**src/rtl/mem_stage_if.sv**
```systemverilog
`default_nettype none
// ============================================================================
// Module      : mem_stage_if
// Description : Bundle of every handshake and bus signal of the load/store
//               stage.
//               - upstream   : in_valid/in_ready plus the instruction fields
//               - memory     : mem_req/mem_ack request/completion port
//               - downstream : out_valid/out_ready plus the writeback record
//               The stage uses the "slave" modport. The environment around
//               it (pipeline, memory, writeback) uses the "master" modport.
// Revision    : 1.0  initial release
// ============================================================================
interface mem_stage_if;
    // Upstream (ALU side)
    logic        in_valid;
    logic        in_ready;
    logic [1:0]  in_op;
    logic [31:0] in_alu_result;
    logic [31:0] in_store_data;
    logic [4:0]  in_dest;
    // Data memory port
    logic        mem_req;
    logic        mem_we;
    logic [31:0] mem_addr;
    logic [31:0] mem_wdata;
    logic [31:0] mem_rdata;
    logic        mem_ack;
    // Downstream (writeback side)
    logic        out_valid;
    logic        out_ready;
    logic        out_wb_en;
    logic [4:0]  out_wb_reg;
    logic [31:0] out_wb_data;
    logic        out_err;

    modport slave (
        input  in_valid, in_op, in_alu_result, in_store_data, in_dest,
        output in_ready,
        output mem_req, mem_we, mem_addr, mem_wdata,
        input  mem_rdata, mem_ack,
        output out_valid, out_wb_en, out_wb_reg, out_wb_data, out_err,
        input  out_ready
    );

    modport master (
        output in_valid, in_op, in_alu_result, in_store_data, in_dest,
        input  in_ready,
        input  mem_req, mem_we, mem_addr, mem_wdata,
        output mem_rdata, mem_ack,
        input  out_valid, out_wb_en, out_wb_reg, out_wb_data, out_err,
        output out_ready
    );
endinterface
`default_nettype wire

```
**src/rtl/mem_stage.sv**
```systemverilog
`default_nettype none
// ============================================================================
// Module      : mem_stage
// Description : MIPS load/store stage. It takes the ALU result, the store
//               data and the destination register. It performs the lw/sw
//               access over a req/ack memory port and then presents one
//               registered writeback record per retired instruction.
// Ports       : clk    - clock, rising edge
//               rst_n  - asynchronous active-low reset
//               bus    - mem_stage_if.slave, which carries three groups:
//                        upstream in_*, memory mem_*, downstream out_*
// Parameters  : MEM_TIMEOUT - number of cycles mem_req stays high without
//               an ack before the access is aborted (must be >= 1)
// Revision    : 1.0  initial release
// ============================================================================
module mem_stage #(
    parameter int MEM_TIMEOUT = 255
) (
    input  wire logic    clk,
    input  wire logic    rst_n,
    mem_stage_if.slave   bus
);

    localparam logic [1:0] C_OP_PASS = 2'b00;
    localparam logic [1:0] C_OP_LW   = 2'b01;
    localparam logic [1:0] C_OP_SW   = 2'b10;

    // The wait counter holds 0 .. MEM_TIMEOUT-1 while mem_req is high.
    localparam int              CNT_W    = (MEM_TIMEOUT > 1) ? $clog2(MEM_TIMEOUT) : 1;
    localparam logic [CNT_W-1:0] C_CNT_LAST = CNT_W'(MEM_TIMEOUT - 1);

    typedef enum logic [1:0] {
        ST_IDLE = 2'd0,
        ST_MEM  = 2'd1,
        ST_OUT  = 2'd2
    } state_t;

    state_t            state_q,       state_d;
    logic              mem_req_q,     mem_req_d;
    logic              mem_we_q,      mem_we_d;
    logic [31:0]       mem_addr_q,    mem_addr_d;
    logic [31:0]       mem_wdata_q,   mem_wdata_d;
    logic [4:0]        dest_q,        dest_d;
    logic [CNT_W-1:0]  cnt_q,         cnt_d;
    logic              out_valid_q,   out_valid_d;
    logic              out_wb_en_q,   out_wb_en_d;
    logic [4:0]        out_wb_reg_q,  out_wb_reg_d;
    logic [31:0]       out_wb_data_q, out_wb_data_d;
    logic              out_err_q,     out_err_d;

    logic w_in_ready;
    logic w_accept;

    // The only combinational output. A held record that drains this cycle
    // frees the stage, so a new instruction can enter on the same edge.
    assign w_in_ready = (state_q == ST_IDLE) || ((state_q == ST_OUT) && bus.out_ready);
    assign w_accept   = bus.in_valid && w_in_ready;

    always_comb begin
        state_d       = state_q;
        mem_req_d     = mem_req_q;
        mem_we_d      = mem_we_q;
        mem_addr_d    = mem_addr_q;
        mem_wdata_d   = mem_wdata_q;
        dest_d        = dest_q;
        cnt_d         = cnt_q;
        out_valid_d   = out_valid_q;
        out_wb_en_d   = out_wb_en_q;
        out_wb_reg_d  = out_wb_reg_q;
        out_wb_data_d = out_wb_data_q;
        out_err_d     = out_err_q;

        unique case (state_q)
            ST_MEM: begin
                // Ack has priority over the timeout in the last wait cycle.
                if (bus.mem_ack) begin
                    mem_req_d    = 1'b0;
                    out_valid_d  = 1'b1;
                    out_wb_reg_d = dest_q;
                    out_err_d    = 1'b0;
                    if (mem_we_q) begin
                        out_wb_en_d   = 1'b0;
                        out_wb_data_d = mem_addr_q;
                    end else begin
                        out_wb_en_d   = (dest_q != 5'd0);
                        out_wb_data_d = bus.mem_rdata;
                    end
                    state_d = ST_OUT;
                end else if (cnt_q == C_CNT_LAST) begin
                    mem_req_d     = 1'b0;
                    out_valid_d   = 1'b1;
                    out_wb_reg_d  = dest_q;
                    out_wb_en_d   = 1'b0;
                    out_wb_data_d = mem_addr_q;
                    out_err_d     = 1'b1;
                    state_d       = ST_OUT;
                end else begin
                    cnt_d = cnt_q + 1'b1;
                end
            end

            ST_IDLE, ST_OUT: begin
                // Drain first. A same-cycle accept below overrides this.
                if ((state_q == ST_OUT) && bus.out_ready) begin
                    out_valid_d = 1'b0;
                    state_d     = ST_IDLE;
                end
                if (w_accept) begin
                    if (bus.in_op == C_OP_PASS) begin
                        out_valid_d   = 1'b1;
                        out_wb_en_d   = (bus.in_dest != 5'd0);
                        out_wb_reg_d  = bus.in_dest;
                        out_wb_data_d = bus.in_alu_result;
                        out_err_d     = 1'b0;
                        state_d       = ST_OUT;
                    end else if ((bus.in_op == C_OP_LW) || (bus.in_op == C_OP_SW)) begin
                        if (bus.in_alu_result[1:0] != 2'b00) begin
                            // Misaligned access: it never reaches memory.
                            out_valid_d   = 1'b1;
                            out_wb_en_d   = 1'b0;
                            out_wb_reg_d  = bus.in_dest;
                            out_wb_data_d = bus.in_alu_result;
                            out_err_d     = 1'b1;
                            state_d       = ST_OUT;
                        end else begin
                            mem_req_d   = 1'b1;
                            mem_we_d    = (bus.in_op == C_OP_SW);
                            mem_addr_d  = bus.in_alu_result;
                            mem_wdata_d = bus.in_store_data;
                            dest_d      = bus.in_dest;
                            cnt_d       = '0;
                            out_valid_d = 1'b0;
                            state_d     = ST_MEM;
                        end
                    end else begin
                        // Bubble: nothing is recorded.
                        out_valid_d = 1'b0;
                        state_d     = ST_IDLE;
                    end
                end
            end

            default: begin
                state_d = ST_IDLE;
            end
        endcase
    end

    always_ff @(posedge clk or negedge rst_n) begin
        if (!rst_n) begin
            state_q       <= ST_IDLE;
            mem_req_q     <= 1'b0;
            mem_we_q      <= 1'b0;
            mem_addr_q    <= 32'd0;
            mem_wdata_q   <= 32'd0;
            dest_q        <= 5'd0;
            cnt_q         <= '0;
            out_valid_q   <= 1'b0;
            out_wb_en_q   <= 1'b0;
            out_wb_reg_q  <= 5'd0;
            out_wb_data_q <= 32'd0;
            out_err_q     <= 1'b0;
        end else begin
            state_q       <= state_d;
            mem_req_q     <= mem_req_d;
            mem_we_q      <= mem_we_d;
            mem_addr_q    <= mem_addr_d;
            mem_wdata_q   <= mem_wdata_d;
            dest_q        <= dest_d;
            cnt_q         <= cnt_d;
            out_valid_q   <= out_valid_d;
            out_wb_en_q   <= out_wb_en_d;
            out_wb_reg_q  <= out_wb_reg_d;
            out_wb_data_q <= out_wb_data_d;
            out_err_q     <= out_err_d;
        end
    end

    assign bus.in_ready    = w_in_ready;
    assign bus.mem_req     = mem_req_q;
    assign bus.mem_we      = mem_we_q;
    assign bus.mem_addr    = mem_addr_q;
    assign bus.mem_wdata   = mem_wdata_q;
    assign bus.out_valid   = out_valid_q;
    assign bus.out_wb_en   = out_wb_en_q;
    assign bus.out_wb_reg  = out_wb_reg_q;
    assign bus.out_wb_data = out_wb_data_q;
    assign bus.out_err     = out_err_q;

endmodule
`default_nettype wire

```
**src/flat_wrapper.sv**
```systemverilog
// flat-port wrapper written by rule: the top's interface ports become plain ports
module mem_stage_flat 
#(
    parameter int MEM_TIMEOUT = 255
)
  (clk, rst_n, bus_in_valid, bus_in_op, bus_in_alu_result, bus_in_store_data, bus_in_dest, bus_in_ready, bus_mem_req, bus_mem_we, bus_mem_addr, bus_mem_wdata, bus_mem_rdata, bus_mem_ack, bus_out_valid, bus_out_wb_en, bus_out_wb_reg, bus_out_wb_data, bus_out_err, bus_out_ready);
  mem_stage_if bus_i ();
  input  wire logic clk;
  input  wire logic rst_n;
  input wire logic [$bits(bus_i.in_valid)-1:0] bus_in_valid;
  input wire logic [$bits(bus_i.in_op)-1:0] bus_in_op;
  input wire logic [$bits(bus_i.in_alu_result)-1:0] bus_in_alu_result;
  input wire logic [$bits(bus_i.in_store_data)-1:0] bus_in_store_data;
  input wire logic [$bits(bus_i.in_dest)-1:0] bus_in_dest;
  output wire logic [$bits(bus_i.in_ready)-1:0] bus_in_ready;
  output wire logic [$bits(bus_i.mem_req)-1:0] bus_mem_req;
  output wire logic [$bits(bus_i.mem_we)-1:0] bus_mem_we;
  output wire logic [$bits(bus_i.mem_addr)-1:0] bus_mem_addr;
  output wire logic [$bits(bus_i.mem_wdata)-1:0] bus_mem_wdata;
  input wire logic [$bits(bus_i.mem_rdata)-1:0] bus_mem_rdata;
  input wire logic [$bits(bus_i.mem_ack)-1:0] bus_mem_ack;
  output wire logic [$bits(bus_i.out_valid)-1:0] bus_out_valid;
  output wire logic [$bits(bus_i.out_wb_en)-1:0] bus_out_wb_en;
  output wire logic [$bits(bus_i.out_wb_reg)-1:0] bus_out_wb_reg;
  output wire logic [$bits(bus_i.out_wb_data)-1:0] bus_out_wb_data;
  output wire logic [$bits(bus_i.out_err)-1:0] bus_out_err;
  input wire logic [$bits(bus_i.out_ready)-1:0] bus_out_ready;
  assign bus_i.in_valid = bus_in_valid;
  assign bus_i.in_op = bus_in_op;
  assign bus_i.in_alu_result = bus_in_alu_result;
  assign bus_i.in_store_data = bus_in_store_data;
  assign bus_i.in_dest = bus_in_dest;
  assign bus_in_ready = bus_i.in_ready;
  assign bus_mem_req = bus_i.mem_req;
  assign bus_mem_we = bus_i.mem_we;
  assign bus_mem_addr = bus_i.mem_addr;
  assign bus_mem_wdata = bus_i.mem_wdata;
  assign bus_i.mem_rdata = bus_mem_rdata;
  assign bus_i.mem_ack = bus_mem_ack;
  assign bus_out_valid = bus_i.out_valid;
  assign bus_out_wb_en = bus_i.out_wb_en;
  assign bus_out_wb_reg = bus_i.out_wb_reg;
  assign bus_out_wb_data = bus_i.out_wb_data;
  assign bus_out_err = bus_i.out_err;
  assign bus_i.out_ready = bus_out_ready;
  mem_stage #(.MEM_TIMEOUT(MEM_TIMEOUT)) u_core (.clk(clk), .rst_n(rst_n), .bus(bus_i));
endmodule
```
**config.mk**
```make
export PLATFORM = sky130hd
export DESIGN_NAME = mem_stage_flat
export DESIGN_NICKNAME = d
export VERILOG_FILES = /design/src/rtl/mem_stage_if.sv /design/src/rtl/mem_stage.sv /design/src/flat_wrapper.sv
export SDC_FILE = /design/constraint.sdc
export NUM_CORES = 1
export LEC_CHECK = 0
export CORE_MARGIN = 1
export CORE_UTILIZATION = 49
export CTS_BUF_LIST = sky130_fd_sc_hd__clkbuf_8
export CTS_CLUSTER_SIZE = 12
export DETAILED_ROUTE_END_ITERATION = 12
export GPL_TIMING_DRIVEN = 0
export PLACE_DENSITY = 0.93
export SYNTH_ARGS = -nofsm -noshare
export SYNTH_HDL_FRONTEND = slang
export SYNTH_SLANG_ARGS = --single-unit
```
**constraint.sdc**
```tcl
create_clock -name clk -period 4.85 [get_ports clk]
set_clock_uncertainty 0.1 [all_clocks]
set_input_delay 0.97 -clock clk [delete_from_list [all_inputs] [get_ports clk]]
set_output_delay 0.97 -clock clk [all_outputs]
set_load 0.01 [all_outputs]
```
# [Yosys cells after proc, flatten, opt, wreduce, memory -nomap -nowiden]
# Index checks and enable logic that the tools add are counted.
[classes] n_addsub=1 eq_ne=15 mux=58 bitwise_logic=2 reduce_logical=17
[ops] cell="$mux W32" n=7
[ops] cell="$pmux W32 S2" n=1
[ops] cell="$mux W8" n=6
[ops] cell="$mux W5" n=6
[ops] cell="$mux W1" n=24
[ops] cell="$pmux W8 S2" n=1
[ops] cell="$mux W2" n=7
[ops] cell="$pmux W5 S2" n=1
[ops] cell="$reduce_and A5 Y1" n=2
[ops] cell="$reduce_bool A5 Y1" n=2
[ops] cell="$ne A3 B1 Y1 const B" n=3
[ops] cell="$add A8 B1 Y8 const B" n=1
[ops] cell="$eq A8 B8 Y1 const B" n=1
[ops] cell="$ne A2 B2 Y1 const B" n=4
[ops] cell="$pmux W1 S2" n=4
[ops] cell="$reduce_and A7 Y1" n=1
[ops] cell="$reduce_and A6 Y1" n=1
[ops] cell="$eq A2 B1 Y1 const B" n=2
[ops] cell="$eq A2 B2 Y1 const B" n=2
[ops] cell="$logic_not A2 Y1" n=2
[ops] cell="$ne A2 B1 Y1 const B" n=2
[ops] cell="$pmux W2 S2" n=1
[ops] cell="$reduce_bool A2 Y1" n=2
[ops] cell="$ne A3 B2 Y1 const B" n=1
[ops] cell="6 further kinds" n=9
[totals] ff_bits=121 inputBits=108 output_inout_bits=107 wordCells=105

# [Longest topological paths before layout]
# Gate-level depths: netlist of the first run.
[depth] ltp_word=6 mapped_depth=8 depth_no_buf=6

# [Worst setup path before layout of the first run]
# Ideal clock, no wire load.
[synth_timing] path_kind="input-to-reg" start="input bus_in_op[0]" end="register u_core.out_wb_data_q[0] (netlist: u_core.bus.out_wb_data[0])" setup_time_ps=125 arrival_ps=2274 required_time_ps=4625 setup_slack_ps=2350 path_stages=6 n_path_buf=1 cell_sequence="inv_1 ha_1 o21a_1 o311ai_4 buf_6 mux2_4"
[synth_via] elab_chain_len=4 elab_cells_between_ends=10 cone_classes="4 x eq/ne; 3 x mux; 3 x reduce/logical"
[synth_lines] element="start: declaration" line="flat_wrapper.sv:11" text="input wire logic [$bits(bus_i.in_op)-1:0] bus_in_op;"
[synth_lines] element="$eq A2 B1 Y1 (tied with other cells)" line="mem_stage.sv:116" text="end else if ((bus.in_op == C_OP_LW) || (bus.in_op == C_OP_SW)) begin"
[synth_lines] element="$logic_or A1 B1 Y1 / $mux W32 (equally long branches)" line="mem_stage.sv:116, mem_stage.sv:109"
[synth_lines] element="$ne A3 B1 Y1 (no line) / $mux W32 (equally long branches)"
[synth_lines] element="$reduce_and A5 Y1 (no line) / $pmux W32 S2 (equally long branches)"
[synth_lines] element="end signal: assignment" line="mem_stage.sv:174" text="out_wb_data_q <= out_wb_data_d;"
[synth_lines] element="end: declaration" line="mem_stage.sv:48" text="logic [31:0] out_wb_data_q, out_wb_data_d;"
# Parallel ways exist; a longest one is shown, timed or not. The select of a mux whose other input is x is not followed.
# A chain may end at the register's enable or synchronous reset.

# [Final worst setup path of the first run]
[layout_timing] start="input bus_out_ready" end="output bus_in_ready"
[layout_via] elab_chain_len=2
[layout_lines] element="start: declaration" line="flat_wrapper.sv:27" text="input wire logic [$bits(bus_i.out_ready)-1:0] bus_out_ready;"
[layout_lines] element="$logic_and A1 B1 Y1" line="mem_stage.sv:56" text="assign w_in_ready = (state_q == ST_IDLE) || ((state_q == ST_OUT) && bus.out_ready);"
[layout_lines] element="$logic_or A1 B1 Y1" line="mem_stage.sv:56"
[layout_lines] element="end: declaration" line="flat_wrapper.sv:15" text="output wire logic [$bits(bus_i.in_ready)-1:0] bus_in_ready;"
# Every way passes these cells.

==> flow_summary.json, run 1 <==
{
  "nNetsFinal": 773,
  "critPathLaunchType": "input pin",
  "async_flop_share": 1.00,
  "crit_required_ps": 3780,
  "dr.pass1.iters": 4,
  "final-hold-violation-count": 0,
  "rsz0062_at_grt": "no",
  "drv_cap": 0,
  "placed_area_um2": 8030,
  "clock_sinks": 121,
  "vias": 4370,
  "grt_use_met1": 0.291,
  "cts_max_level": 4,
  "grt_max_degree": 65,
  "yosys_register_bits": 121,
  "top_usage_layer": "met2",
  "drc": 0,
  "grtUsageMet3": 0.0830,
  "synth.avg_cell_area_um2": 13.3,
  "power.net_switching_mw": 1.11,
  "startpoint": "bus_out_ready",
  "hp-class": "in -> async",
  "rows": 38,
  "leakagePower_nw": 3.81,
  "drt_iter0_markers": 177,
  "status": "finished, final reports clean",
  "cts_resized": 0,
  "dp.cells": 782,
  "fillerInstances": 688,
  "yosysSeqAreaShare": 0.533,
  "crit_fanout": 4,
  "tns_ps": 0,
  "grt_overflow": 0,
  "postSynthCellCount": 427,
  "slowest_delay_ps": 560,
  "wirelength_mm": 15.4,
  "vias_per_cell": 5.38,
  "fin_crit_sh": 0.689,
  "cp.arrival_ps": 2270,
  "synth_edf_count": 0,
  "synth_fp_nets": 539,
  "fin_crit_ps": 3340,
  "critPathSlowestCell": "clkdlybuf4s50_1",
  "port_buffers": 214,
  "initial_utilization": 0.513,
  "cts_setup_buffers": 0,
  "r2r_start": "u_core.cnt_q[0]$_DFFE_PN0P_",
  "final_common_cell": "clkdlybuf4s50_1",
  "crit_family": "buffers and inverters",
  "cts_root_buffer": "clkbuf_8",
  "max_freq_mhz": 299,
  "p_int_mw": 2.67,
  "endpoint": "bus_in_ready",
  "reg2reg_depth": 7,
  "rrSetupSlack_ps": 2650,
  "pwr_density_cell_nw_per_um2": 452,
  "cts_tree": "built",
  "worstPathCellList": "clkdlybuf4s50_1 > nor2b_1 > nor2_1 > clkdlybuf4s50_1",
  "timing.final.ws_setup_ps": 1510,
  "switching_share": 0.294,
  "die_y_um": 110,
  "path_depth": 4,
  "die_area_um2": 12000,
  "tightest_slew_ps": 601,
  "power_frac_seq": 0.406,
  "clkPwrFrac": 0.205,
  "grt_util_met2": 0.459,
  "diodes": 0,
  "synth.distinct_cells": 41,
  "dpl_worst_slack_ps": 1500,
  "setup_violations": 0,
  "cts_buffers": 17,
  "maxSlewViolCount": 0,
  "dieWidth_um": 110,
  "final_cell_area_um2": 8370,
  "cts_buffer_depth": 2,
  "p_total_mw": 3.79,
  "areaGrowthSynthToFinish_pct": 47.2,
  "place.gp.congestion": 0.827,
  "worst_r2r_endpoint": "u_core.bus.out_wb_data[9]$_DFFE_PN0P_",
  "ant_nets": 0,
  "layout.cells.non_filler": 813,
  "most-common-layout-cells": "clkdlybuf4s50_1 (213), dfrtp_1 (121), mux2_2 (74)",
  "avgRoutedWirePerCell_um": 18.9,
  "clk_latency_ps": 440,
  "grt_pass1_wl_mm": 23.4,
  "netlist_area_um2": 5680,
  "grt_pass1_vias": 4651,
  "boundaryPins": 215,
  "yosysWarnings": 0,
  "clkTransAtPathRegs_ps": 60,
  "vdd_drop_max_uv": 356,
  "yosys_most_used_dff": "dfrtp_1",
  "post-dp-hpwl_mm": 11.2,
  "grt_usage": 0.265,
  "criticalPathCategory": "in -> out",
  "cp-end-kind": "output port",
  "slew_headroom": 0.600,
  "utilization": 0.755,
  "critPathMostFrequentCell": "clkdlybuf4s50_1",
  "grt_antenna_before_repair": 0,
  "drive_gt1_frac": 0.238,
  "hold_ws_ps": 386,
  "path_buf_inv": 2,
  "ctsHoldBuffers": 0,
  "comb_power_share": 0.389,
  "design.core.area_um2": 11100
}
## worst register-to-register path, cell delays in order (launching register included)
cell      delay, ps
dfrtp_1         440
inv_1            80
ha_1            140
nand4_1         200
o21ai_4         330
o311ai_4        240
buf_6           230
mux2_4          320
## Yosys cell counts (5+ instances only)
cell type  instances  area share
inv_1              9      0.0059
buf_2             12       0.011
nand2b_1           5      0.0055
mux2i_1           32       0.056
mux2_4            38        0.10
mux2_2            74        0.15
dfrtp_1          121        0.53
clkbuf_1           8      0.0053
o21ai_0            7      0.0062
nor2_1            35       0.023
a21oi_1           35       0.031
## layer usage
layer  vias up  wire [µm]  share of wire
met5         -          0              0
met4         0        492          0.032
met3        41       1160          0.075
met2       211       7670           0.50
met1      2127       6070           0.39
li1       1991          -              -
## cell families (layout without fill, tap and decap cells)
| group | count (synthesis) | after routing | synth area share |
|---|---|---|---|
| muxes | 144 | 144 | 0.303 |
| DFF | 121 | 121 | 0.533 |
| and+or+nand+nor | 66 | 66 | 0.0601 |
| AOI/OAI and AO/OA | 56 | 56 | 0.0610 |
| buffers and inverters | 34 | 280 | 0.0310 |
| adders and majority gates | 4 | 4 | 0.00881 |
| xor gates and xnor gates | 2 | 2 | 0.00308 |
## layout make-up
type / count / area, µm² / area share
plain buffers: 25 / 143 / 0.0170
clock buffers: 22 / 303 / 0.0362
inverters: 9 / 33.8 / 0.00404
clock inverters: 9 / 36.3 / 0.00434
repair buffers: 215 / 2170 / 0.259
flip-flops and latches: 121 / 3030 / 0.362
well taps: 140 / 175 / 0.0209
multi-input cells: 272 / 2480 / 0.296
## worst min path at each step
stage	from	to
after floorplan	u_core.dest_q[4]$_DFFE_PN0P_	u_core.dest_q[4]$_DFFE_PN0P_
after global placement	u_core.bus.mem_wdata[20]$_DFFE_PN0P_	u_core.bus.mem_wdata[20]$_DFFE_PN0P_
after detailed placement	u_core.bus.mem_wdata[1]$_DFFE_PN0P_	u_core.bus.mem_wdata[1]$_DFFE_PN0P_
after CTS	rst_n	u_core.bus.out_wb_data[24]$_DFFE_PN0P_
after global routing	u_core.bus.mem_wdata[29]$_DFFE_PN0P_	u_core.bus.mem_wdata[29]$_DFFE_PN0P_
final	rst_n	u_core.bus.out_wb_data[24]$_DFFE_PN0P_
## power groups by stage
stage	Clock, mW	Sequential (mW)	Combinational, mW
6_report	0.775	1.54	1.47
5_1_grt	0.833	1.57	1.57
4_1_cts	0.793	1.54	1.49
3_5_place_dp	0	1.55	1.48
3_3_place_gp	0	1.52	1.44
2_1_floorplan	0	1.65	0.511
Power figures use the tool's default switching activity.
==> run 2, diff against run 1 <==
--- a/config.mk
+++ b/config.mk
@@ -6,12 +6,12 @@
 export NUM_CORES = 1
 export LEC_CHECK = 0
 export CORE_MARGIN = 1
-export CORE_UTILIZATION = 49
+export CORE_UTILIZATION = 46
 export CTS_BUF_LIST = sky130_fd_sc_hd__clkbuf_8
 export CTS_CLUSTER_SIZE = 12
 export DETAILED_ROUTE_END_ITERATION = 12
 export GPL_TIMING_DRIVEN = 0
-export PLACE_DENSITY = 0.93
+export PLACE_DENSITY = 0.88
 export SYNTH_ARGS = -nofsm -noshare
 export SYNTH_HDL_FRONTEND = slang
 export SYNTH_SLANG_ARGS = --single-unit
==> constraint.sdc (replaced) <==
create_clock -name clk -period 3.1 [get_ports clk]
set_clock_uncertainty 0.1 [all_clocks]
set_input_delay 0.62 -clock clk [delete_from_list [all_inputs] [get_ports clk]]
set_output_delay 0.62 -clock clk [all_outputs]
set_load 0.01 [all_outputs]
==> run 2 against run 1 <==
Register-to-register slack got worse by 1800 ps. Combinational power grew 56%. Flip-flop and latch count unchanged. Largest cell class unchanged.
==> flow_summary.json, run 2 (synthesis gave the netlist of run 1 again) <==
{
  "status": "finished, final reports clean",
  "diodes": 0,
  "dr.pass1.iters": 4,
  "layout.cells.non_filler": 817,
  "initial_utilization": 0.473,
  "place.gp.congestion": 0.767,
  "critPathLaunchType": "flop",
  "path_buf_inv": 3,
  "clkTransAtPathRegs_ps": 60,
  "final_cell_area_um2": 8390,
  "hp-class": "in -> async",
  "cts_max_level": 4,
  "nNetsFinal": 773,
  "cp.arrival_ps": 1920,
  "critPathSlowestCell": "clkdlybuf4s50_1",
  "dp.cells": 789,
  "grt_pass1_vias": 4722,
  "design.core.area_um2": 12000,
  "cts_resized": 0,
  "cts_tree": "built",
  "slew_headroom": 0.592,
  "drive_gt1_frac": 0.240,
  "dieWidth_um": 113,
  "die_area_um2": 12800,
  "placed_area_um2": 8040,
  "fin_crit_sh": 0.852,
  "leakagePower_nw": 3.81,
  "port_buffers": 214,
  "multi_input_area_um2": 2480,
  "drv_cap": 0,
  "timing.final.ws_setup_ps": 458,
  "areaGrowthSynthToFinish_pct": 47.7,
  "crit_required_ps": 2380,
  "avgRoutedWirePerCell_um": 18.2,
  "vdd_drop_max_uv": 450,
  "cts_setup_buffers": 0,
  "cts_buffers": 17,
  "clock_sinks": 121,
  "vias_per_cell": 5.25,
  "grt_antenna_before_repair": 0,
  "most-common-layout-cells": "clkdlybuf4s50_1 (213), dfrtp_1 (121), mux2_2 (74)",
  "cp-end-kind": "output port",
  "post-dp-hpwl_mm": 10.9,
  "die_y_um": 113,
  "maxSlewViolCount": 0,
  "fillerInstances": 868,
  "criticalPathCategory": "reg -> out",
  "grt_overflow": 0,
  "p_total_mw": 5.98,
  "dpl_worst_slack_ps": 86.7,
  "max_freq_mhz": 379,
  "rsz0062_at_grt": "no",
  "vias": 4290,
  "clk_latency_ps": 420,
  "pwr_density_cell_nw_per_um2": 713,
  "grt_pass1_wl_mm": 24.2,
  "worstPathCellList": "buf_4 > buf_2 > nor2_1 > clkdlybuf4s50_1",
  "hold_ws_ps": 26.2,
  "tightest_slew_ps": 612,
  "grt_max_degree": 76,
  "grt_usage": 0.246,
  "drt_iter0_markers": 201,
  "boundaryPins": 215,
  "fin_crit_ps": 2640,
  "final-hold-violation-count": 0,
  "slowest_delay_ps": 550,
  "ant_nets": 0,
  "final_common_cell": "clkdlybuf4s50_1",
  "crit_family": "buffers and inverters",
  "ctsHoldBuffers": 0,
  "crit_fanout": 10,
  "drc": 0,
  "setup_violations": 0,
  "cts_root_buffer": "clkbuf_8",
  "cts_buffer_depth": 2,
  "rows": 40,
  "wirelength_mm": 14.9,
  "ff_latch_area_um2": 3030
}
-- run 2: cell types whose count changed in the layout (fill, tap and decap cells not counted) --
cell / previous run / this run
bufinv_16: 0 / 1
inv_1: 16 / 12
-- run 2: area by class of cell --
class,count,area share
Buffer,25,0.0170
Clock buffer,22,0.0361
Clock inverter,6,0.00611
Inverter,9,0.00403
Multi-Input combinational cell,272,0.295
Sequential cell,121,0.361
Tap cell,147,0.0219
Timing Repair Buffer,215,0.259
-- run 2: final timing paths --
kind                                                  startpoint                                endpoint  slack (ps)  depth (start not counted)
hold reg to reg            u_core.bus.out_wb_data[4]$_DFFE_PN0P_   u_core.bus.out_wb_data[4]$_DFFE_PN0P_         400                          1
setup reg to reg                     u_core.cnt_q[0]$_DFFE_PN0P_    u_core.bus.out_wb_reg[0]$_DFFE_PN0P_         880                          7
min in group clk           u_core.bus.out_wb_data[4]$_DFFE_PN0P_   u_core.bus.out_wb_data[4]$_DFFE_PN0P_         400                          1
hold / removal                                             rst_n  u_core.bus.out_wb_data[27]$_DFFE_PN0P_          30                          1
max in group asynchronous                                  rst_n    u_core.bus.mem_wdata[20]$_DFFE_PN0P_        2150                          2
setup / recovery                   u_core.state_q[0]$_DFFE_PN0P_                            bus_in_ready         460                          4
-- run 2: through the flow --
stage / util / TNS (ps)
floorplan: - / 0
global placement: 0.667 / -402920
detailed placement: 0.669 / 0
CTS: 0.699 / 0
global route: 0.699 / 0
finish: 0.699 / 0
-- run 2: per-layer routing --
metal,vias up,share of wire,GRT usage
li1,1982,-,-
met1,2132,0.42,0.294
met2,158,0.50,0.419
met3,18,0.066,0.0809
met4,0,0.014,0.0825
met5,-,0,0
-- run 2: worst reg2reg max path: cells and delay by family (launching register included) --
family / cells / cell delay, ps
buffers and inverters: 2 / 310
muxes: 1 / 310
adders and majority gates: 1 / 140
AOI/OAI and AO/OA: 2 / 580
and+or+nand+nor: 1 / 220
DFF: 1 / 440
-- run 2: where the power goes --
group / switching [mW] / internal [mW] / total (mW) / leakage [nW]
clock network: 0.576 / 0.712 / 1.29 / 0.196
registers: 0.317 / 2.07 / 2.39 / 1.48
logic: 0.826 / 1.48 / 2.30 / 2.14
total: 1.72 / 4.26 / 5.98 / 3.81
==> run 3, diff against run 2 <==
--- a/config.mk
+++ b/config.mk
@@ -10,6 +10,7 @@
 export CTS_BUF_LIST = sky130_fd_sc_hd__clkbuf_8
 export CTS_CLUSTER_SIZE = 12
 export DETAILED_ROUTE_END_ITERATION = 12
+export GPL_ROUTABILITY_DRIVEN = 0
 export GPL_TIMING_DRIVEN = 0
 export PLACE_DENSITY = 0.88
 export SYNTH_ARGS = -nofsm -noshare
==> results of run 3 <==
Final layout, timing and power as in run 2 (identical DEF).
